### src/rtl/list_pkg.sv
// Shared definitions for the list-fetch cache and the list packer:
// default widths, lane-count helper, and TKEEP mask construction.
package list_pkg;

    localparam int DW_DEFAULT  = 32;
    localparam int DBW_DEFAULT = 256;

    // Widest TKEEP the mask helper can build (8192-bit beats); callers
    // truncate the result to their own DBW/8.
    localparam int MAX_KEEP_W  = 1024;

    // Elements per beat.
    function automatic int fs(input int dw, input int dbw);
        return dbw / dw;
    endfunction

    // Lane index at the default geometry.
    typedef logic [$clog2(DBW_DEFAULT / DW_DEFAULT)-1:0] lane_t;

    // Byte enables for lanes 0..count-1; every other byte is zero.
    function automatic logic [MAX_KEEP_W-1:0] keep_mask(input int count,
                                                        input int dw = DW_DEFAULT);
        logic [MAX_KEEP_W-1:0] m;
        m = '0;
        for (int b = 0; b < MAX_KEEP_W; b++) begin
            if (b < count * (dw / 8)) m[b] = 1'b1;
        end
        return m;
    endfunction

endpackage

### src/rtl/list_packer_if.sv
// Element input handshake plus AXI4-Stream output of the list packer.
// slave: the packer's view; master: the HoP source / stream sink view.
interface list_packer_if
    import list_pkg::*;
#(
    parameter int DW  = DW_DEFAULT,
    parameter int DBW = DBW_DEFAULT
) ();

    logic [DW-1:0]    IN;
    logic             I_VALID;
    logic             I_LAST;
    logic             O_READY;
    logic [DBW-1:0]   TDATA;
    logic [DBW/8-1:0] TKEEP;
    logic             TLAST;
    logic             TVALID;
    logic             TREADY;

    modport slave (
        input  IN, I_VALID, I_LAST, TREADY,
        output O_READY, TDATA, TKEEP, TLAST, TVALID
    );

    modport master (
        output IN, I_VALID, I_LAST, TREADY,
        input  O_READY, TDATA, TKEEP, TLAST, TVALID
    );

endinterface

### src/rtl/list_packer_axis_out_reg.sv
// One-entry AXI4-Stream output register. A beat is loaded whenever the
// slot is empty or draining; a stalled beat is never altered or withdrawn.
module axis_out_reg #(
    parameter int DBW = 256
) (
    input  logic             clk,
    input  logic             rst_n,
    input  logic             load_i,
    input  logic [DBW-1:0]   data_i,
    input  logic [DBW/8-1:0] keep_i,
    input  logic             last_i,
    input  logic             tready_i,
    output logic             can_load_o,
    output logic             tvalid_o,
    output logic [DBW-1:0]   tdata_o,
    output logic [DBW/8-1:0] tkeep_o,
    output logic             tlast_o
);

    logic             valid_q;
    logic [DBW-1:0]   data_q;
    logic [DBW/8-1:0] keep_q;
    logic             last_q;

    // Slot accepts a new beat when empty or handing its beat over this cycle.
    assign can_load_o = ~valid_q | tready_i;

    // Beat register: load takes priority, otherwise a handshake empties it.
    always_ff @(posedge clk or negedge rst_n) begin
        if (!rst_n) begin
            valid_q <= 1'b0;
            data_q  <= '0;
            keep_q  <= '0;
            last_q  <= 1'b0;
        end else if (load_i) begin
            // NOTE: non-blocking so every register samples pre-edge values.
            valid_q <= 1'b1;
            data_q  <= data_i;
            keep_q  <= keep_i;
            last_q  <= last_i;
        end else if (tready_i) begin
            valid_q <= 1'b0;
        end
    end

    assign tvalid_o = valid_q;
    assign tdata_o  = data_q;
    assign tkeep_o  = keep_q;
    assign tlast_o  = last_q;

endmodule

### src/rtl/list_packer.sv
// Packs DW-bit list elements into DBW-bit AXI4-Stream beats. An assembly
// register collects lanes; completed beats move to axis_out_reg, or wait in
// the assembly register (O_READY low) while the output is stalled.
module list_packer
    import list_pkg::*;
#(
    parameter int DW  = DW_DEFAULT,
    parameter int DBW = DBW_DEFAULT
) (
    input  logic         ACLK,
    input  logic         ARESETn,
    list_packer_if.slave bus
);

    localparam int FS = fs(DW, DBW);
    localparam int LW = (FS > 1) ? $clog2(FS) : 1;
    localparam int KW = DBW / 8;

    typedef logic [LW-1:0] lane_w_t;
    typedef logic [LW:0]   count_t;

    logic [DBW-1:0] asm_data_q, asm_data_d;
    lane_w_t        lane_q,     lane_d;
    count_t         asm_cnt_q,  asm_cnt_d;
    logic           asm_last_q, asm_last_d;
    logic           asm_full_q, asm_full_d;
    logic           ready_q,    ready_d;

    logic           accept;
    logic           complete;
    logic           can_load;
    logic           out_load;
    logic [DBW-1:0] beat_src;
    count_t         beat_cnt;
    logic           beat_last;
    logic [DBW-1:0] beat_data;
    logic [KW-1:0]  beat_keep;

    // Lane fill, beat completion, hand-off to the output register.
    always_comb begin
        // NOTE: every output gets a default first so no latch is inferred.
        asm_data_d = asm_data_q;
        lane_d     = lane_q;
        asm_cnt_d  = asm_cnt_q;
        asm_last_d = asm_last_q;
        asm_full_d = asm_full_q;
        beat_data  = '0;

        accept   = bus.I_VALID & ready_q;
        complete = accept & (bus.I_LAST | (lane_q == lane_w_t'(FS - 1)));

        if (accept) asm_data_d[int'(lane_q) * DW +: DW] = bus.IN;

        if (complete) begin
            lane_d     = '0;
            asm_cnt_d  = {1'b0, lane_q} + count_t'(1);
            asm_last_d = bus.I_LAST;
        end else if (accept) begin
            lane_d = lane_q + lane_w_t'(1);
        end

        // A held beat always goes first; O_READY is low while one is held,
        // so it can never coincide with a fresh completion.
        out_load = can_load & (asm_full_q | complete);

        if (asm_full_q & can_load)      asm_full_d = 1'b0;
        else if (complete & ~can_load)  asm_full_d = 1'b1;

        ready_d = ~asm_full_d;

        if (asm_full_q) begin
            beat_src  = asm_data_q;
            beat_cnt  = asm_cnt_q;
            beat_last = asm_last_q;
        end else begin
            beat_src  = asm_data_d;
            beat_cnt  = asm_cnt_d;
            beat_last = asm_last_d;
        end

        // Lanes beyond the fill count still hold stale elements; blank them.
        for (int k = 0; k < FS; k++) begin
            if (count_t'(k) < beat_cnt) beat_data[k * DW +: DW] = beat_src[k * DW +: DW];
        end

        beat_keep = KW'(keep_mask(int'(beat_cnt), DW));
    end

    // Assembly state; O_READY is registered and comes up one edge after reset.
    always_ff @(posedge ACLK or negedge ARESETn) begin
        if (!ARESETn) begin
            // NOTE: the assembly buffer is cleared too, so no stale lanes survive reset.
            asm_data_q <= '0;
            lane_q     <= '0;
            asm_cnt_q  <= '0;
            asm_last_q <= 1'b0;
            asm_full_q <= 1'b0;
            ready_q    <= 1'b0;
        end else begin
            asm_data_q <= asm_data_d;
            lane_q     <= lane_d;
            asm_cnt_q  <= asm_cnt_d;
            asm_last_q <= asm_last_d;
            asm_full_q <= asm_full_d;
            ready_q    <= ready_d;
        end
    end

    assign bus.O_READY = ready_q;

    axis_out_reg #(.DBW(DBW)) u_out (
        .clk        (ACLK),
        .rst_n      (ARESETn),
        .load_i     (out_load),
        .data_i     (beat_data),
        .keep_i     (beat_keep),
        .last_i     (beat_last),
        .tready_i   (bus.TREADY),
        .can_load_o (can_load),
        .tvalid_o   (bus.TVALID),
        .tdata_o    (bus.TDATA),
        .tkeep_o    (bus.TKEEP),
        .tlast_o    (bus.TLAST)
    );

endmodule

### src/flat_wrapper.sv
// flat-port wrapper written by rule: the top's interface ports become plain ports
module list_packer_flat import list_pkg::*;
#(
    parameter int DW  = DW_DEFAULT,
    parameter int DBW = DBW_DEFAULT
)
  (ACLK, ARESETn, bus_IN, bus_I_VALID, bus_I_LAST, bus_TREADY, bus_O_READY, bus_TDATA, bus_TKEEP, bus_TLAST, bus_TVALID);
  list_packer_if #(.DW(DW), .DBW(DBW)) bus_i ();
  input  logic ACLK;
  input  logic ARESETn;
  input wire logic [$bits(bus_i.IN)-1:0] bus_IN;
  input wire logic [$bits(bus_i.I_VALID)-1:0] bus_I_VALID;
  input wire logic [$bits(bus_i.I_LAST)-1:0] bus_I_LAST;
  input wire logic [$bits(bus_i.TREADY)-1:0] bus_TREADY;
  output wire logic [$bits(bus_i.O_READY)-1:0] bus_O_READY;
  output wire logic [$bits(bus_i.TDATA)-1:0] bus_TDATA;
  output wire logic [$bits(bus_i.TKEEP)-1:0] bus_TKEEP;
  output wire logic [$bits(bus_i.TLAST)-1:0] bus_TLAST;
  output wire logic [$bits(bus_i.TVALID)-1:0] bus_TVALID;
  assign bus_i.IN = bus_IN;
  assign bus_i.I_VALID = bus_I_VALID;
  assign bus_i.I_LAST = bus_I_LAST;
  assign bus_i.TREADY = bus_TREADY;
  assign bus_O_READY = bus_i.O_READY;
  assign bus_TDATA = bus_i.TDATA;
  assign bus_TKEEP = bus_i.TKEEP;
  assign bus_TLAST = bus_i.TLAST;
  assign bus_TVALID = bus_i.TVALID;
  list_packer #(.DW(DW), .DBW(DBW)) u_core (.ACLK(ACLK), .ARESETn(ARESETn), .bus(bus_i));
endmodule
### config.mk
export PLATFORM = sky130hd
export DESIGN_NAME = list_packer_flat
export DESIGN_NICKNAME = d
export VERILOG_FILES = /design/src/rtl/list_pkg.sv /design/src/rtl/list_packer_if.sv /design/src/rtl/list_packer_axis_out_reg.sv /design/src/rtl/list_packer.sv /design/src/flat_wrapper.sv
export SDC_FILE = /design/constraint.sdc
export NUM_CORES = 1
export LEC_CHECK = 0
export CAP_MARGIN = 20
export CELL_PAD_IN_SITES_DETAIL_PLACEMENT = 1
export CELL_PAD_IN_SITES_GLOBAL_PLACEMENT = 1
export CORE_MARGIN = 5
export CORE_UTILIZATION = 39
export DETAILED_ROUTE_END_ITERATION = 8
export GPL_TIMING_DRIVEN = 0
export PLACE_DENSITY = 0.8
export SLEW_MARGIN = 20
export SYNTH_ARGS = -nofsm -noshare
export SYNTH_HDL_FRONTEND = slang
export SYNTH_SLANG_ARGS = --single-unit
### constraint.sdc
create_clock -name ACLK -period 2.5 [get_ports ACLK]
set_input_delay 0.5 -clock ACLK [delete_from_list [all_inputs] [get_ports ACLK]]
set_output_delay 0.5 -clock ACLK [all_outputs]
set_load 0.05 [all_outputs]
# == Word level (Yosys, flattened, before mapping) ==
# Index checks and enable logic that the tools add are counted.
# totals
output_inout_bits,291
wordCells,122
ff_bits,556
in_bits,37
# op_classes
shift,2
order_cmp,40
n_addsub,3
n_eq_ne,1
mux,53
bitwise_logic,11
reduce_logical,2
# ops
op,n
256-bit 2-to-1 mux,2
256-bit bitwise mux,1
32-bit 2-to-1 mux,8
32-bit by 33-bit variable shift with 256-bit output (first input constant),1
32-bit by 33-bit indexed part select with 256-bit output,1
5-bit by 6-bit less-than comparator with 1-bit output (first input constant),16
4-bit by 6-bit less-than comparator with 1-bit output (first input constant),8
1-bit 2-to-1 mux,38
8-bit negation with 33-bit output,1
3-bit by 6-bit less-than comparator with 1-bit output (first input constant),4
3-bit by 4-bit less-than comparator with 1-bit output (first input constant),4
1-bit by 6-bit less-than comparator with 1-bit output (first input constant),2
2-bit by 6-bit less-than comparator with 1-bit output (first input constant),2
1-bit by 4-bit less-than comparator with 1-bit output (first input constant),2
2-bit by 4-bit less-than comparator with 1-bit output (first input constant),2
4-bit 2-to-1 mux,2
3-bit 2-to-1 mux,2
1-bit bitwise AND,5
3-bit by 1-bit adder with 4-bit output (second input constant),1
2-bit nonzero test,2
3-bit by 1-bit adder with 3-bit output (second input constant),1
3-bit == test (second input constant),1
1-bit NOT,3
1-bit OR,3

# == Longest topological paths before layout ==
# Gate-level depths: netlist (run 1).
# logic_depth
depth_word,7
mapped_depth,12
mapped_depth_nobuf,7

# == Hierarchy ==
# From an unflattened synthesis (run 1), not the netlist that was laid out.
# unflattened
hier_cells,2458
area_unflattened_um2,25684.6
# by_module_without_submodules
module,area_per_inst_um2,cells_each,n_inst,seq_area_each_um2
list_packer,14557.7,1845,1,6656.4
axis_out_reg,11126.9,613,1,7257.0

# == Least setup slack after synthesis (run 1) ==
# Ideal clock, no wire load.
# synth_path
kind,reg2reg
from,register u_core.lane_q[0]
to,"register u_core.u_out.data_q[130], in the netlist u_core.u_out.tdata_o[130]"
required_ns,2.424
setup_ns,0.076
stages_incl_launch_ff,12
path_buffers,4
arrival_ns,2.556
setup_slack_ns,-0.132
path_cell_list,dfrtp_1 buf_2 buf_2 inv_1 ha_1 ha_1 buf_6 nand2b_2 nor4_4 buf_6 mux2_2 o21ai_1
# synth_via
elab_chain_cells,7
# synth_rtl
element,line_no,rtl
from (decl),list_packer.sv:23,"lane_w_t lane_q, lane_d;"
from (signal assigned),list_packer.sv:101,lane_q <= lane_d;
"parallel branches: the longest is 7 deep, another holds 8-bit negation with 33-bit output",-,
to (signal assigned),list_packer_axis_out_reg.sv:38,data_q <= data_i;
to (decl),list_packer_axis_out_reg.sv:21,logic [DBW-1:0] data_q;
# Several ways; the timed one is not identified.
# A chain may end at the register's enable or synchronous reset.

# == Final worst setup path (run 1) ==
# layout_path
from,register u_core.lane_q[0]
to,"register u_core.u_out.data_q[69], in the netlist u_core.u_out.tdata_o[69]"
# layout_via
elab_chain_cells,7
# layout_rtl
element
"parallel branches: the longest is 7 deep, another holds 8-bit negation with 33-bit output"
# Several ways; the timed one is not identified.

==> impl_metrics.toml, run 1 <==
[status]
outcome = "finished, violations left"
violations = "negative setup slack"

[critical_path]
worstReg2RegStart = "u_core.lane_q[0]"
timing.critical_path.cells = "buf_6 -> clkinv_4 -> ha_4 -> ha_4 -> buf_4 -> nand2b_4 -> nor4_4 -> buf_4 -> buf_8 -> mux2i_2 -> o21ai_1"
crit_path_start_kind = "flip-flop"
regToRegEndpoint = "u_core.u_out.tdata_o[69]"
critPathMaxStageDelay_ns = 0.41
critical_path.slowest_cell = "sky130_fd_sc_hd__dfrtp_1"
path_buf_inv = 5
reg2reg_depth = 11
cp.required_ns = 2.99
crit_path_max_fanout = 10
setup.worst_path.class = "flip-flop to flip-flop"
start_point_of_the_critical_path = "u_core.lane_q[0]"
number_of_gates_on_the_worst_path_with_buffers_counted = 11
worst_setup_path_end_kind = "flip-flop"
path_delay_family = "buffers and inverters"
worst-r2r-setup-slack_ns = -0.01
endpoint = "u_core.u_out.tdata_o[69]"
worst-endpoint-arrival_ns = 3.00

[timing]
fmax_ghz = 0.3983
rsz_0062_raised_after_global_routing = "yes"
finalCritPeriodShare_pct = 100.4
maxSlewViolCount = 0
fin_crit_ns = 2.511
final_critical_path_setup_slack_ns = -0.01072
report.final.setup_viol = 2
worst_hold_slack_ns = 0.3316
fin_tns_setup_ns = -0.01506
slew-limit-headroom_pct = 20.05
timing.clock.skew_ns = 0.01263
hold_viol = 0
worstMarginPinSlew_ns = 1.199

[logic_synthesis]
syn_area_um2 = 23670
synth.top_cells.by_area = "sky130_fd_sc_hd__dfrtp_1, sky130_fd_sc_hd__nand2_1, sky130_fd_sc_hd__mux2i_1"
synth_edf_count = 0
synth.top_cells.by_count = "sky130_fd_sc_hd__nand2_1, sky130_fd_sc_hd__dfrtp_1, sky130_fd_sc_hd__o21ai_0, sky130_fd_sc_hd__mux2i_1, sky130_fd_sc_hd__o21ai_1"
syn_nets = 2281
yosys.cell_count.top_type = "sky130_fd_sc_hd__nand2_1"
netlist-cell-type-count = 56
syn_inst = 2239
synth_sequential_area_ratio_pct = 56.24
synth-async-reset-ratio_pct = 100.0
synth.avg_cell_area_um2 = 10.57
synth_largest_area_cell = "sky130_fd_sc_hd__dfrtp_1"
netlist.area_leader.share_pct = 56.24
ys_seq_elements = 532
synthesis.yosys.warnings = 0
ys.flop_type = "sky130_fd_sc_hd__dfrtp_1"

[power]
power_density_nw_per_um2 = 927.2
cellLeakagePower_nw = 13.54
p_total_w = 0.02917
ir_drop_mv = 0.8238

[global_routing]
via_count_of_the_first_global_routing_pass = 21050
grt_pass1_wl_um = 136200
maximum_number_of_pins_on_one_net_before_global_route_repair = 103
antenna_found_initial = 9
grt_overflow_total = 0
grtUsageTotal_pct = 26.92

[min_path]
holdCritStartpoint = "bus_I_VALID"
class_of_the_tightest_hold_or_removal_check = "input port to flip-flop"

[cts]
clkSinkCount = 532
clock_tree.buffer_depth = 3
cts.root.buffer_cell = "sky130_fd_sc_hd__clkbuf_16"
clock_transition_at_the_register_clock_pins_on_the_worst_setup_and_hold_paths_after_cts_ns = 0.06
h_tree_depth = 2
numCtsBuffers = 57
clk-insertion-delay-late_ns = 0.61
tritoncts = "built"

[routing]
remaining_drc_errors = 0
wl_per_cell_um = 26.39
drt-pass1-iter-count = 5
drt_first_iter_violations = 1258
finalWirelength_um = 92130
num_vias = 19330
drtAntennaViolNets = 0
via_per_inst = 5.537

[placed_design]
numPortBuffers = 325
dp_hpwl_um = 61600
finalWeightedCongestion = 0.8713
placed_area_um2 = 28050

[finish]
final_util_pct = 52.22
area_growth_pct = 32.89
layout_cell_share_with_drive_strength_beyond_1_pct = 19.88
final_area_um2 = 31460
layout.nets = 2703

[die]
boundaryPins = 328
start_util_pct = 39.29
dieWidth_um = 256.4
placeableCoreArea_um2 = 60250
fp-row-count = 90
die_y_um = 256.4
die-area_um2 = 65730

[flow_run]
cap_viol_max_count = 0
layer usage:
metal  up-vias  global-route usage, %  routed length, µm
met5         -                      0                 39
met4         6                  9.559               4054
met3       178                  5.195               5731
met2       664                  45.24              44380
met1     10070                  35.07              37920
li1       8413                      -                  -
final cells by class:
| cell class | count | area (µm²) |
|---|---|---|
| antenna | 3 | 7.507 |
| buffer | 184 | 1289 |
| clock buffer | 82 | 1690 |
| clock inverter | 22 | 232.7 |
| fill | 6398 | 28790 |
| inverter | 37 | 143.9 |
| multi-input combinational | 1478 | 9881 |
| sequential | 532 | 13310 |
| tap | 782 | 978.4 |
| timing repair buffer | 371 | 3923 |
registers in the layout (all words and copies together), names as in the netlist:
name                   cells
u_core.u_out.tkeep_o       8
u_core.asm_full_q          1
u_core.lane_q              3
u_core.asm_cnt_q           4
u_core.asm_last_q          1
u_core.u_out.tlast_o       1
u_core.asm_data_q        256
u_core.u_out.tvalid_o      1
u_core.bus.O_READY         1
u_core.u_out.tdata_o     256
power by group:
group	switching (W)	internal, W
Clock	0.00366	0.00510
Combinational	0.00554	0.00336
Sequential	0.00120	0.0103
Total	0.0104	0.0188
cells in the final DEF (no fill, tap or decap), types with 22 or more instances in the layout:
| cell type | netlist | routed |
|---|---|---|
| sky130_fd_sc_hd__mux2i_2 | 0 | 29 |
| sky130_fd_sc_hd__nand2_1 | 551 | 547 |
| sky130_fd_sc_hd__mux2i_1 | 192 | 126 |
| sky130_fd_sc_hd__mux2_1 | 29 | 27 |
| sky130_fd_sc_hd__buf_2 | 47 | 31 |
| sky130_fd_sc_hd__o21ai_1 | 145 | 159 |
| sky130_fd_sc_hd__clkbuf_2 | 0 | 36 |
| sky130_fd_sc_hd__clkbuf_1 | 84 | 43 |
| sky130_fd_sc_hd__mux2_2 | 106 | 108 |
| sky130_fd_sc_hd__and3_1 | 22 | 22 |
| sky130_fd_sc_hd__dfrtp_1 | 532 | 531 |
| sky130_fd_sc_hd__o21ai_0 | 240 | 222 |
| sky130_fd_sc_hd__clkbuf_16 | 0 | 58 |
| sky130_fd_sc_hd__clkdlybuf4s50_1 | 0 | 306 |
| sky130_fd_sc_hd__and2_1 | 55 | 55 |
| sky130_fd_sc_hd__inv_1 | 37 | 36 |
| sky130_fd_sc_hd__mux2i_4 | 0 | 37 |
| sky130_fd_sc_hd__a22o_1 | 34 | 34 |
| sky130_fd_sc_hd__buf_4 | 37 | 68 |
| sky130_fd_sc_hd__o21ai_2 | 30 | 33 |
kinds of logic (layout without fill, tap and decap cells):
group / after synthesis / after routing / share of synthesized area, %
other cells: 0 / 3 / 0
simple gates: 672 / 672 / 12.43
fa+ha+maj: 5 / 5 / 0.2643
compound gates: 474 / 474 / 11.43
flops: 532 / 532 / 56.24
mux: 327 / 327 / 14.54
buf+inv: 229 / 696 / 5.100
timing repair:
action                     CTS  global route
setup endpoints to repair  530           521
hold endpoints to repair    82             0
gates cloned                 6             1
setup buffers               25             9
hold buffers                 1             0
resized for setup          227            78
pin swaps                   18            11
per-stage QoR:
stage,setup WS (ns),std cells
final,-0.01072,3491
after global routing,-0.05221,3488
after CTS,-0.07075,3482
after detailed placement,-0.9032,3351
after global placement,-22.23,3346
after floorplan,-0.004644,2239
worst min-delay path by stage:
stage | to | slack (ns) | depth (start not counted)
after floorplan | u_core.asm_cnt_q[0] | 0.20 | 0
after global placement | u_core.asm_data_q[238] | 0.46 | 2
after detailed placement | u_core.asm_data_q[176] | 0.47 | 2
after CTS | u_core.asm_last_q | 0.30 | 2
after global routing | u_core.asm_last_q | 0.33 | 2
final | u_core.asm_last_q | 0.33 | 2
(Power assumes the default switching activity.)
==> inputs of run 2 (changes only) <==
Clock period 2.5 ns to 2.17 ns, I/O delays scaled along.
==> impl_metrics.toml, run 2 (synthesis gave the netlist of run 1 again) <==
[status]
outcome = "finished, violations left"
violations = "negative setup slack"

[critical_path]
crit_path_max_fanout = 10
cp.required_ns = 2.71
worst-endpoint-arrival_ns = 3.19
reg2reg_depth = 11
setup.worst_path.class = "flip-flop to flip-flop"
crit_path_start_kind = "flip-flop"
worstReg2RegStart = "u_core.lane_q[0]"
regToRegEndpoint = "u_core.u_out.tdata_o[227]"
worst-r2r-setup-slack_ns = -0.47
worst_setup_path_end_kind = "flip-flop"

[power]
clock_power_share_pct = 28.7
sequential_share_of_power_pct = 37.0
cellLeakagePower_nw = 17.04
p_switching_w = 0.01430
power_switching_share_pct = 38.26
p_int_w = 0.02307
power_density_nw_per_um2 = 1014
share_comb_of_total_power_pct = 34.3
ir_drop_mv = 1.149

[global_routing]
grt_pass1_wl_um = 148200
maximum_number_of_pins_on_one_net_before_global_route_repair = 98
grtUsageTotal_pct = 29.31
grt_overflow_total = 0
antenna_found_initial = 11
via_count_of_the_first_global_routing_pass = 22660

[timing]
maxSlewViolCount = 0
timing.clock.skew_ns = 0.03578
fin_crit_ns = 2.642
worstMarginPinSlew_ns = 1.252
hold_viol = 0
worst_hold_slack_ns = 0.3037
slew-limit-headroom_pct = 16.25
finalCritPeriodShare_pct = 121.8
fmax_ghz = 0.3785
rsz_0062_raised_after_global_routing = "yes"
fin_tns_setup_ns = -99.48
final_critical_path_setup_slack_ns = -0.4720
report.final.setup_viol = 519

[routing]
drtAntennaViolNets = 0
via_per_inst = 6.095
drt_first_iter_violations = 2022
remaining_drc_errors = 0
wl_per_cell_um = 33.16
finalWirelength_um = 120900
drt-pass1-iter-count = 5
num_vias = 22230

[die]
dieWidth_um = 256.4
start_util_pct = 39.29
die_y_um = 256.4
boundaryPins = 328
placeableCoreArea_um2 = 60250
fp-row-count = 90
die-area_um2 = 65730

[finish]
layout_cell_share_with_drive_strength_beyond_1_pct = 37.52
area_growth_pct = 55.68
stdcell_count = 3647
layout_commonest_cell = "sky130_fd_sc_hd__dfrtp_1"
layout.nets = 2854
fillCellCount = 5916
final_cell_mix = "sky130_fd_sc_hd__dfrtp_1, sky130_fd_sc_hd__nand2_1, sky130_fd_sc_hd__dlygate4sd2_1"

[placed_design]
dp_hpwl_um = 62700
dp_worst_setup_slack_ns = -1.064
finalWeightedCongestion = 0.8817
placed_cells = 3352
numPortBuffers = 325

[cts]
clk-insertion-delay-late_ns = 0.65
numCtsBuffers = 57
tritoncts = "built"
cts.root.buffer_cell = "sky130_fd_sc_hd__clkbuf_16"
clock_transition_at_the_register_clock_pins_on_the_worst_setup_and_hold_paths_after_cts_ns = 0.07
clock_tree.buffer_depth = 3
clkSinkCount = 532
h_tree_depth = 2

[flow_run]
cap_viol_max_count = 0

[min_path]
class_of_the_tightest_hold_or_removal_check = "input port to async pin"
## run 2: worst max-delay path by stage
stage | slack [ns] | from | end
2_1_floorplan | -0.15 | u_core.lane_q[0] | u_core.u_out.tdata_o[194]
3_3_place_gp | -22.29 | ARESETn | u_core.u_out.tdata_o[46]
3_5_place_dp | -1.06 | bus_I_LAST | u_core.u_out.tdata_o[194]
4_1_cts | -0.32 | u_core.lane_q[0] | u_core.u_out.tdata_o[237]
5_1_grt | -0.50 | u_core.lane_q[0] | u_core.u_out.tdata_o[245]
6_report | -0.47 | u_core.lane_q[0] | u_core.u_out.tdata_o[227]
## run 2: stage by stage
step,util [%],area (µm²),total power (W)
floorplan,-,23800,0.01916
global placement,46.53,28030,0.02247
detailed placement,46.82,28200,0.02292
CTS,55.04,33160,0.03436
global route,61.16,36840,0.03825
finish,61.17,36850,0.03737
## run 2: per-layer routing
| layer | routed length [µm] | GRT usage (%) |
|---|---|---|
| met5 | 33 | 0 |
| met1 | 43820 | 36.55 |
| met2 | 58140 | 49.74 |
| met4 | 9929 | 13.84 |
| met3 | 9006 | 5.274 |
## run 2: what timing repair did
action	in CTS	in global routing
pin swaps	39	151
hold buffers	1	0
endpoints found under the setup margin	812	697
endpoints found under the hold margin	55	0
setup buffers	63	73
gates cloned	22	43
resized for setup	834	822
## run 2: cell type report
class / instances / area (µm²) / share of cell area [%]
Inverter: 37 / 151.4 / 0.4108
Tap cell: 782 / 978.4 / 2.655
Sequential cell: 532 / 13310 / 36.13
Clock buffer: 80 / 1715 / 4.655
Clock inverter: 27 / 277.8 / 0.7537
Multi-Input combinational cell: 1482 / 12230 / 33.18
Buffer: 182 / 2116 / 5.741
Antenna cell: 5 / 12.51 / 0.03395
Timing Repair Buffer: 520 / 6062 / 16.45
## run 2: power by group through the flow
stage / Combinational (W) / Clock [W] / Sequential (W)
global placement: 0.00929 / 0 / 0.0132
floorplan: 0.00423 / 0 / 0.0149
detailed placement: 0.00966 / 0 / 0.0133
finish: 0.0128 / 0.0107 / 0.0138
CTS: 0.0106 / 0.0105 / 0.0133
global route: 0.0132 / 0.0111 / 0.0139
## run 2: critical path: stages, from the launching register on
cell and delay [ns]:
sky130_fd_sc_hd__dfrtp_1 0.37, sky130_fd_sc_hd__buf_6 0.12, sky130_fd_sc_hd__buf_12 0.11, sky130_fd_sc_hd__clkinv_8 0.04, sky130_fd_sc_hd__ha_4 0.17, sky130_fd_sc_hd__ha_4 0.26
sky130_fd_sc_hd__nand4bb_4 0.30, sky130_fd_sc_hd__or3_1 0.41, sky130_fd_sc_hd__buf_6 0.18, sky130_fd_sc_hd__buf_8 0.17, sky130_fd_sc_hd__mux2i_2 0.17, sky130_fd_sc_hd__o21ai_1 0.25
